File: src/rtl/hdmi_pll_supervisor_pkg.sv
// Shared HDMI clocking definitions: supervisor FSM states and 27 MHz-derived
// default timing constants.
package hdmi_pll_supervisor_pkg;

  typedef enum logic [1:0] {
    RESET_PLL = 2'd0,
    WAIT_LOCK = 2'd1,
    FILTER    = 2'd2,
    RUN       = 2'd3
  } state_t;

  localparam int CLK_HZ                  = 27_000_000;
  localparam int DEF_LOCK_FILTER_CYCLES  = CLK_HZ / 100_000;  // 10 us
  localparam int DEF_PLL_RESET_CYCLES    = CLK_HZ / 1_000_000; // 1 us
  localparam int DEF_LOCK_TIMEOUT_CYCLES = CLK_HZ / 1_000;    // 1 ms

  function automatic int max3(input int a, input int b, input int c);
    int m;
    m = (a > b) ? a : b;
    return (m > c) ? m : c;
  endfunction

endpackage

File: src/rtl/hdmi_pll_supervisor_sync_2ff.sv
// Two-flop synchronizer for a single asynchronous level signal.
module sync_2ff #(
  parameter logic RESET_VAL = 1'b0
) (
  input  logic clock,
  input  logic reset,
  input  logic d,
  output logic q
);

  logic meta;

  always_ff @(posedge clock or posedge reset) begin
    if (reset) begin
      meta <= RESET_VAL;
      q    <= RESET_VAL;
    end else begin
      meta <= d;
      q    <= meta;
    end
  end

endmodule

File: src/rtl/hdmi_pll_supervisor.sv
// Sequences the HDMI PLL reset, qualifies its lock signal and releases the
// TMDS encoder/serializer reset only once lock has been stable long enough.
module hdmi_pll_supervisor
  import hdmi_pll_supervisor_pkg::*;
#(
  parameter int LOCK_FILTER_CYCLES  = DEF_LOCK_FILTER_CYCLES,
  parameter int PLL_RESET_CYCLES    = DEF_PLL_RESET_CYCLES,
  parameter int LOCK_TIMEOUT_CYCLES = DEF_LOCK_TIMEOUT_CYCLES
) (
  input  logic       clock,
  input  logic       reset,
  input  logic       locked_in,
  output logic       pll_reset,
  output logic       ready,
  output logic       reset_out,
  output logic [7:0] lock_loss_count,
  output logic [7:0] timeout_count,
  output state_t     state_dbg
);

  localparam int CNT_W = $clog2(max3(LOCK_FILTER_CYCLES, PLL_RESET_CYCLES,
                                     LOCK_TIMEOUT_CYCLES) + 1);
  localparam logic [CNT_W-1:0] LF_LAST = CNT_W'(LOCK_FILTER_CYCLES - 1);
  localparam logic [CNT_W-1:0] PR_LAST = CNT_W'(PLL_RESET_CYCLES - 1);
  localparam logic [CNT_W-1:0] TO_LAST = CNT_W'(LOCK_TIMEOUT_CYCLES - 1);

  if (LOCK_FILTER_CYCLES < 1 || PLL_RESET_CYCLES < 1 || LOCK_TIMEOUT_CYCLES < 1)
  begin : g_bad_params
    $error("hdmi_pll_supervisor: all cycle parameters must be >= 1");
  end

  logic             locked_sync;
  state_t           state;
  state_t           state_nxt;
  logic [CNT_W-1:0] cnt;
  logic             timeout_evt;
  logic             loss_evt;

  sync_2ff #(.RESET_VAL(1'b0)) u_lock_sync (
    .clock (clock),
    .reset (reset),
    .d     (locked_in),
    .q     (locked_sync)
  );

  // A lost lock always wins over a completed filter window.
  always_comb begin
    state_nxt   = state;
    timeout_evt = 1'b0;
    loss_evt    = 1'b0;
    case (state)
      RESET_PLL: if (cnt == PR_LAST) state_nxt = WAIT_LOCK;
      WAIT_LOCK: begin
        if (locked_sync) begin
          state_nxt = FILTER;
        end else if (cnt == TO_LAST) begin
          state_nxt   = RESET_PLL;
          timeout_evt = 1'b1;
        end
      end
      FILTER: begin
        if (!locked_sync)        state_nxt = WAIT_LOCK;
        else if (cnt == LF_LAST) state_nxt = RUN;
      end
      RUN: begin
        if (!locked_sync) begin
          state_nxt = RESET_PLL;
          loss_evt  = 1'b1;
        end
      end
      default: state_nxt = RESET_PLL;
    endcase
  end

  // Outputs are decoded from the next state so they move on the same edge.
  always_ff @(posedge clock or posedge reset) begin
    if (reset) begin
      state           <= RESET_PLL;
      cnt             <= '0;
      pll_reset       <= 1'b1;
      ready           <= 1'b0;
      reset_out       <= 1'b1;
      lock_loss_count <= 8'd0;
      timeout_count   <= 8'd0;
    end else begin
      state     <= state_nxt;
      pll_reset <= (state_nxt == RESET_PLL);
      ready     <= (state_nxt == RUN);
      reset_out <= (state_nxt != RUN);
      if (state_nxt != state)  cnt <= '0;
      else if (state != RUN)   cnt <= cnt + CNT_W'(1);
      if (timeout_evt && timeout_count != 8'hFF)
        timeout_count <= timeout_count + 8'd1;
      if (loss_evt && lock_loss_count != 8'hFF)
        lock_loss_count <= lock_loss_count + 8'd1;
    end
  end

  assign state_dbg = state;

endmodule

File: config.mk
export PLATFORM = sky130hd
export DESIGN_NAME = hdmi_pll_supervisor
export DESIGN_NICKNAME = d
export VERILOG_FILES = /design/src/rtl/hdmi_pll_supervisor_pkg.sv /design/src/rtl/hdmi_pll_supervisor_sync_2ff.sv /design/src/rtl/hdmi_pll_supervisor.sv
export SDC_FILE = /design/constraint.sdc
export NUM_CORES = 1
export LEC_CHECK = 0
export CORE_UTILIZATION = 59
export DETAILED_ROUTE_END_ITERATION = 16
export HOLD_SLACK_MARGIN = 0.08
export PLACE_DENSITY = 0.84
export SLEW_MARGIN = 20
export SYNTH_ARGS = -nofsm -noshare
export SYNTH_HDL_FRONTEND = slang
export SYNTH_SLANG_ARGS = --single-unit
File: constraint.sdc
create_clock -name clock -period 5.7 [get_ports clock]
set_input_delay 1.14 -clock clock [delete_from_list [all_inputs] [get_ports clock]]
set_output_delay 1.14 -clock clock [all_outputs]
set_load 0.01 [all_outputs]
# Word level (Yosys, flattened, before mapping)

Cells that the tools add are included.

Bits in registers: 38
Input bits: 3
Output and inout bits: 21
Word-level logic and storage cells: 43

Add/sub/neg operators: 3
Equality and inequality tests: 12
Mux-type cells: 14
Reductions and logical operators: 5

Operator list:

| operator                                             | count |
|---|---|
| 2-to-1 mux 15 bit                                    | 2 |
| adder 8 x 1 -> 8 bit, second input constant          | 2 |
| inequality test 8 bit, second input constant         | 2 |
| adder 15 x 1 -> 15 bit, second input constant        | 1 |
| equality test 15 bit, second input constant          | 1 |
| equality test 15 x 5 -> 1 bit, second input constant | 1 |
| equality test 15 x 9 -> 1 bit, second input constant | 1 |
| 2-to-1 mux 2 bit                                     | 6 |
| one-hot mux 2 bit (4 select lines)                   | 1 |
| equality test 2 bit, second input constant           | 3 |
| 2-to-1 mux 1 bit                                     | 5 |
| logical NOT 2 bit                                    | 2 |
| inequality test 2 bit, second input constant         | 2 |
| equality test 2 x 1 -> 1 bit, second input constant  | 1 |
| logical AND 1 bit                                    | 2 |
| inequality test 2 bit                                | 1 |
| nonzero test 2 bit                                   | 1 |

# Logic depth before layout (Yosys ltp)

Depth in word-level cells: 6
Gate-level depth with buffers: 7
Mapped depth without buffers: 6

# Modules after synthesis

A second synthesis with hierarchy kept.

Cell total of the unflattened synthesis: 191
Area, all modules: 2057.0 um^2

Modules (own cells, without submodules):

| module              | times used | cells an instance | area each (um^2) | sequential area each (um^2) |
|---|---|---|---|---|
| hdmi_pll_supervisor | 1          | 188               | 2003.2           | 903.4 |
| sync_2ff            | 1          | 3                 | 53.8             | 50.0 |

# Worst setup path after synthesis

OpenSTA, ideal clock, no wires.

Kind: reg2reg
Start: reg cnt[7]
End: reg timeout_count[1]
Library setup time: 0.125 ns
Arrival: 2.112 ns
Data required time: 5.575 ns
Slack: 3.463 ns
Cell stages (with the launch flop): 6
Buffers on the path: 1
Clock period less this slack: 2.237 ns
Cells stage by stage: dfrtp_1 -> or4_4 -> or4_4 -> buf_6 -> nor2_1 -> mux2_2

Longest elaborated chain between the ends: 5

RTL lines:

| element                  | line                      | RTL |
|---|---|---|
| start: declaration       | hdmi_pll_supervisor.sv:35 | `logic [CNT_W-1:0] cnt;` |
| start signal: assignment | hdmi_pll_supervisor.sv:91 | `else if (state != RUN) cnt <= cnt + CNT_W'(1);` |
| equality test 15 bit     | hdmi_pll_supervisor.sv:56 | `end else if (cnt == TO_LAST) begin` |
| 2-to-1 mux 1 bit         | hdmi_pll_supervisor.sv:56 |  |
| 2-to-1 mux 1 bit         | hdmi_pll_supervisor.sv:54 | `if (locked_sync) begin` |
| 2-to-1 mux 1 bit         | hdmi_pll_supervisor.sv:51 | `case (state)` |
| logical AND 1 bit        | hdmi_pll_supervisor.sv:92 | `if (timeout_evt && timeout_count != 8'hFF)` |
| end signal: assignment   | hdmi_pll_supervisor.sv:93 | `timeout_count <= timeout_count + 8'd1;` |
| end: declaration         | hdmi_pll_supervisor.sv:17 | `output logic [7:0] timeout_count,` |

No other way between the ends.
A chain may end at the register's enable or synchronous reset.

# Worst setup path in the final report

Start: reg state[0] (netlist: state_dbg[0])
End: out state_dbg[0]

RTL lines:

| element                  | line                      | RTL |
|---|---|---|
| start: declaration       | hdmi_pll_supervisor.sv:33 | `state_t state;` |
| start signal: assignment | hdmi_pll_supervisor.sv:86 | `state <= state_nxt;` |
| end: declaration         | hdmi_pll_supervisor.sv:18 | `output state_t state_dbg` |

No word-level cell between the ends.

==> results.sh <==
export IMPL_antenna_found_initial=0
export IMPL_ys_seq_elements=38
export IMPL_die_w_um=59.9
export IMPL_cp_slowest_stage_delay_ns=0.62
export IMPL_drtAntennaViolNets=0
export IMPL_dieHeight_um=59.9
export IMPL_syn_num_nets=198
export IMPL_dp_cells=252
export IMPL_critPathLaunchType="flop"
export IMPL_grt_pass1_vias=1523
export IMPL_post_cts_buffers=0
export IMPL_final_hold_viol_count=0
export IMPL_wl_per_cell_um=16.1
export IMPL_fin_skew_ns=0.00428
export IMPL_drc=0
export IMPL_gp_congestion=0.831
export IMPL_drive_above_1_share_pct=9.26
export IMPL_leakagePower_nw=0.988
export IMPL_synth_edf_count=0
export IMPL_crit_chain="clkdlybuf4s50_1"
export IMPL_die_area_sq_um=3590
export IMPL_synth_area_sq_um=1980
export IMPL_powerDensity_nw_per_um2=321
export IMPL_critPathSlowestCell="clkdlybuf4s50_1"
export IMPL_cts_tree="built"
export IMPL_core_sq_um=3130
export IMPL_n_antenna_cell=0
export IMPL_drv_slew=0
export IMPL_numCtsBuffers=5
export IMPL_worst_pin_slew_ns=0.667
export IMPL_outcome="complete, no violations"
export IMPL_place_hpwl_um=2990
export IMPL_cts_htree_levels=2
export IMPL_fmax_ghz=0.378
export IMPL_async_flop_share_pct=100
export IMPL_synth_warnings=0
export IMPL_min_period_ns=2.65
export IMPL_vias_per_cell=6.12
export IMPL_cts_resized=0
export IMPL_io_pins=24
export IMPL_drt_initial_drc_count=99
export IMPL_critPathCaptureType="primary output"
export IMPL_max_slew_margin_pct=54.9
export IMPL_seq_area_frac_synth_pct=48.1
export IMPL_syn2layout_area_growth_pct=16.7
export IMPL_synth_cell_type_count=41
export IMPL_clk_pin_slew_ns=0.11
export IMPL_crit_required_ns=4.56
export IMPL_clockBufferDepth=2
export IMPL_hp_class="reg2reg"
export IMPL_place_area_sq_um=2230
export IMPL_ir_drop_mv=0.136
export IMPL_insertion_delay_ns=0.35
export IMPL_cp_buffers_inverters=1
export IMPL_first_pass_iters=4
export IMPL_r2r_setup_slack_ns=3.32
export IMPL_grt_max_degree=39
export IMPL_port_buffers=23
export IMPL_grt_pass1_wl_um=7100
export IMPL_cts_sinks=38
export IMPL_final_cells=260
export IMPL_final_setup_viol_count=0
export IMPL_drv_cap=0
export IMPL_cp_max_fo=11
export IMPL_wl_um=4200
export IMPL_rows=20
export IMPL_syn_inst=190
export IMPL_cpLargestDelayFamily="buffers and inverters"
export IMPL_post_route_period_util_pct=46.5
export IMPL_initial_core_util_pct=63.3
export IMPL_fillers=245
export IMPL_hold_buffers=0
export IMPL_globalRouteOverflowTotal=0
export IMPL_fin_setup_tns_ns=0
export IMPL_nNetsFinal=223
export IMPL_track_usage_pct=27.3
export IMPL_ys_flop_type="dfrtp_1"
export IMPL_vias=1591
export IMPL_avgSynthCellArea_sq_um=10.4
export IMPL_critical_path_arrival_ns=1.51
export IMPL_fin_area_sq_um=2310
export IMPL_critPathKind="reg2out"
export IMPL_rsz0062_at_grt="false"
export IMPL_root_buffer="clkbuf_4"
registers in the layout, indices dropped and copies added (netlist names):
signal            flops
cnt                  15
lock_loss_count       8
timeout_count         8
state_dbg             2
pll_reset             1
ready                 1
reset_out             1
u_lock_sync.meta      1
u_lock_sync.q         1
stage by stage:
stage | setup WS (ns) | utilization [%] | total power [mW] | hold WS, ns
global placement | 3.46 | 71.4 | 0.548 | 0.348
global route | 2.96 | 73.9 | 0.782 | 0.382
floorplan | 3.46 | - | 0.486 | 0.331
CTS | 3.04 | 73.9 | 0.745 | 0.368
detailed placement | 3.39 | 71.4 | 0.565 | 0.339
finish | 3.05 | 73.9 | 0.743 | 0.362
report_power, final:
part           switching (mW)  internal (mW)  total (mW)
Sequential             0.0470          0.305       0.352
Clock                  0.0871         0.0908       0.178
Combinational           0.117         0.0956       0.213
Total                   0.251          0.491       0.743
final timing paths:
check,cells past startpoint,to,startpoint
min reg2reg,0,u_lock_sync.q$_DFF_PP0_,u_lock_sync.meta$_DFF_PP0_
min in group asynchronous,3,lock_loss_count[3]$_DFFE_PP0P_,reset
max in group asynchronous,3,reset_out$_DFF_PP1_,reset
max reg2reg,4,cnt[0]$_DFFE_PP0P_,cnt[9]$_DFFE_PP0P_
max,1,state_dbg[0],state_dbg[0]$_DFF_PP0_
min,0,u_lock_sync.q$_DFF_PP0_,u_lock_sync.meta$_DFF_PP0_
cell usage after synthesis, drive strengths merged (3+ instances only):
cell / number / area, sq um
or3: 5 / 31.3
buf: 5 / 40.0
and2: 3 / 18.8
nand2: 15 / 56.3
a21oi: 8 / 40.0
or4: 3 / 30.0
ha: 5 / 62.6
xor2: 10 / 87.6
nor3b: 3 / 22.5
inv: 9 / 33.8
o21ai: 8 / 40.0
nand3: 7 / 35.0
and3: 4 / 25.0
xnor2: 11 / 96.3
nor2: 5 / 18.8
a22oi: 7 / 66.3
nand4: 9 / 56.3
nor4: 4 / 37.5
dfrtp: 36 / 901
nor3: 7 / 35.0
cell families (layout without fill, tap and decap cells):
logic type / after synthesis / count (layout) / synth area share [%]
DFF: 38 / 38 / 48.1
xor gates and xnor gates: 21 / 21 / 9.29
AOI/OAI and AO/OA: 31 / 31 / 10.6
muxes: 2 / 2 / 1.14
buffers and inverters: 16 / 42 / 4.11
and+or+nand+nor: 77 / 77 / 23.6
adders and majority gates: 5 / 5 / 3.16
routing by layer:
| layer | vias up | global-route usage, % | part of all wire, % |
|---|---|---|---|
| met2 | 61 | 47.1 | 52 |
| li1 | 741 | - | - |
| met1 | 775 | 33.2 | 41 |
| met4 | 0 | 9.30 | 1.5 |
| met3 | 14 | 6.71 | 5.3 |
| met5 | - | 0 | 0 |
final cells by class:
class	instances	area [sq um]	share of cell area, %
clock inverter	3	40.0	1.73
sequential	38	953	41.3
clock buffer	5	37.5	1.62
timing repair buffer	25	245	10.6
tap	44	55.1	2.38
inverter	9	33.8	1.46
multi-input combinational	136	946	40.9
placed cells by master, fill, tap and decap left out, types with 2 or more instances in the layout:
cell type	count
and3_1	4
or4b_1	2
clkbuf_4	5
o211ai_1	2
and2_1	3
o21ai_0	8
nor4_2	2
nor2_1	5
xor2_1	10
nand4_1	9
ha_1	5
clkdlybuf4s50_1	23
nor4_1	2
dfstp_2	2
a22oi_1	6
nand2_1	15
nor2b_1	2
clkinv_2	2
buf_4	2
inv_1	9
o31ai_1	2
or3_1	5
nor3_1	7
dfrtp_1	36
nor3b_1	3
nor4bb_1	2
mux2_2	2
nand3b_1	2
a41oi_1	2
a21oi_1	8
xnor2_1	11
nand3_1	7
or4_4	2
Note: power is estimated with default switching activity, not from simulation.
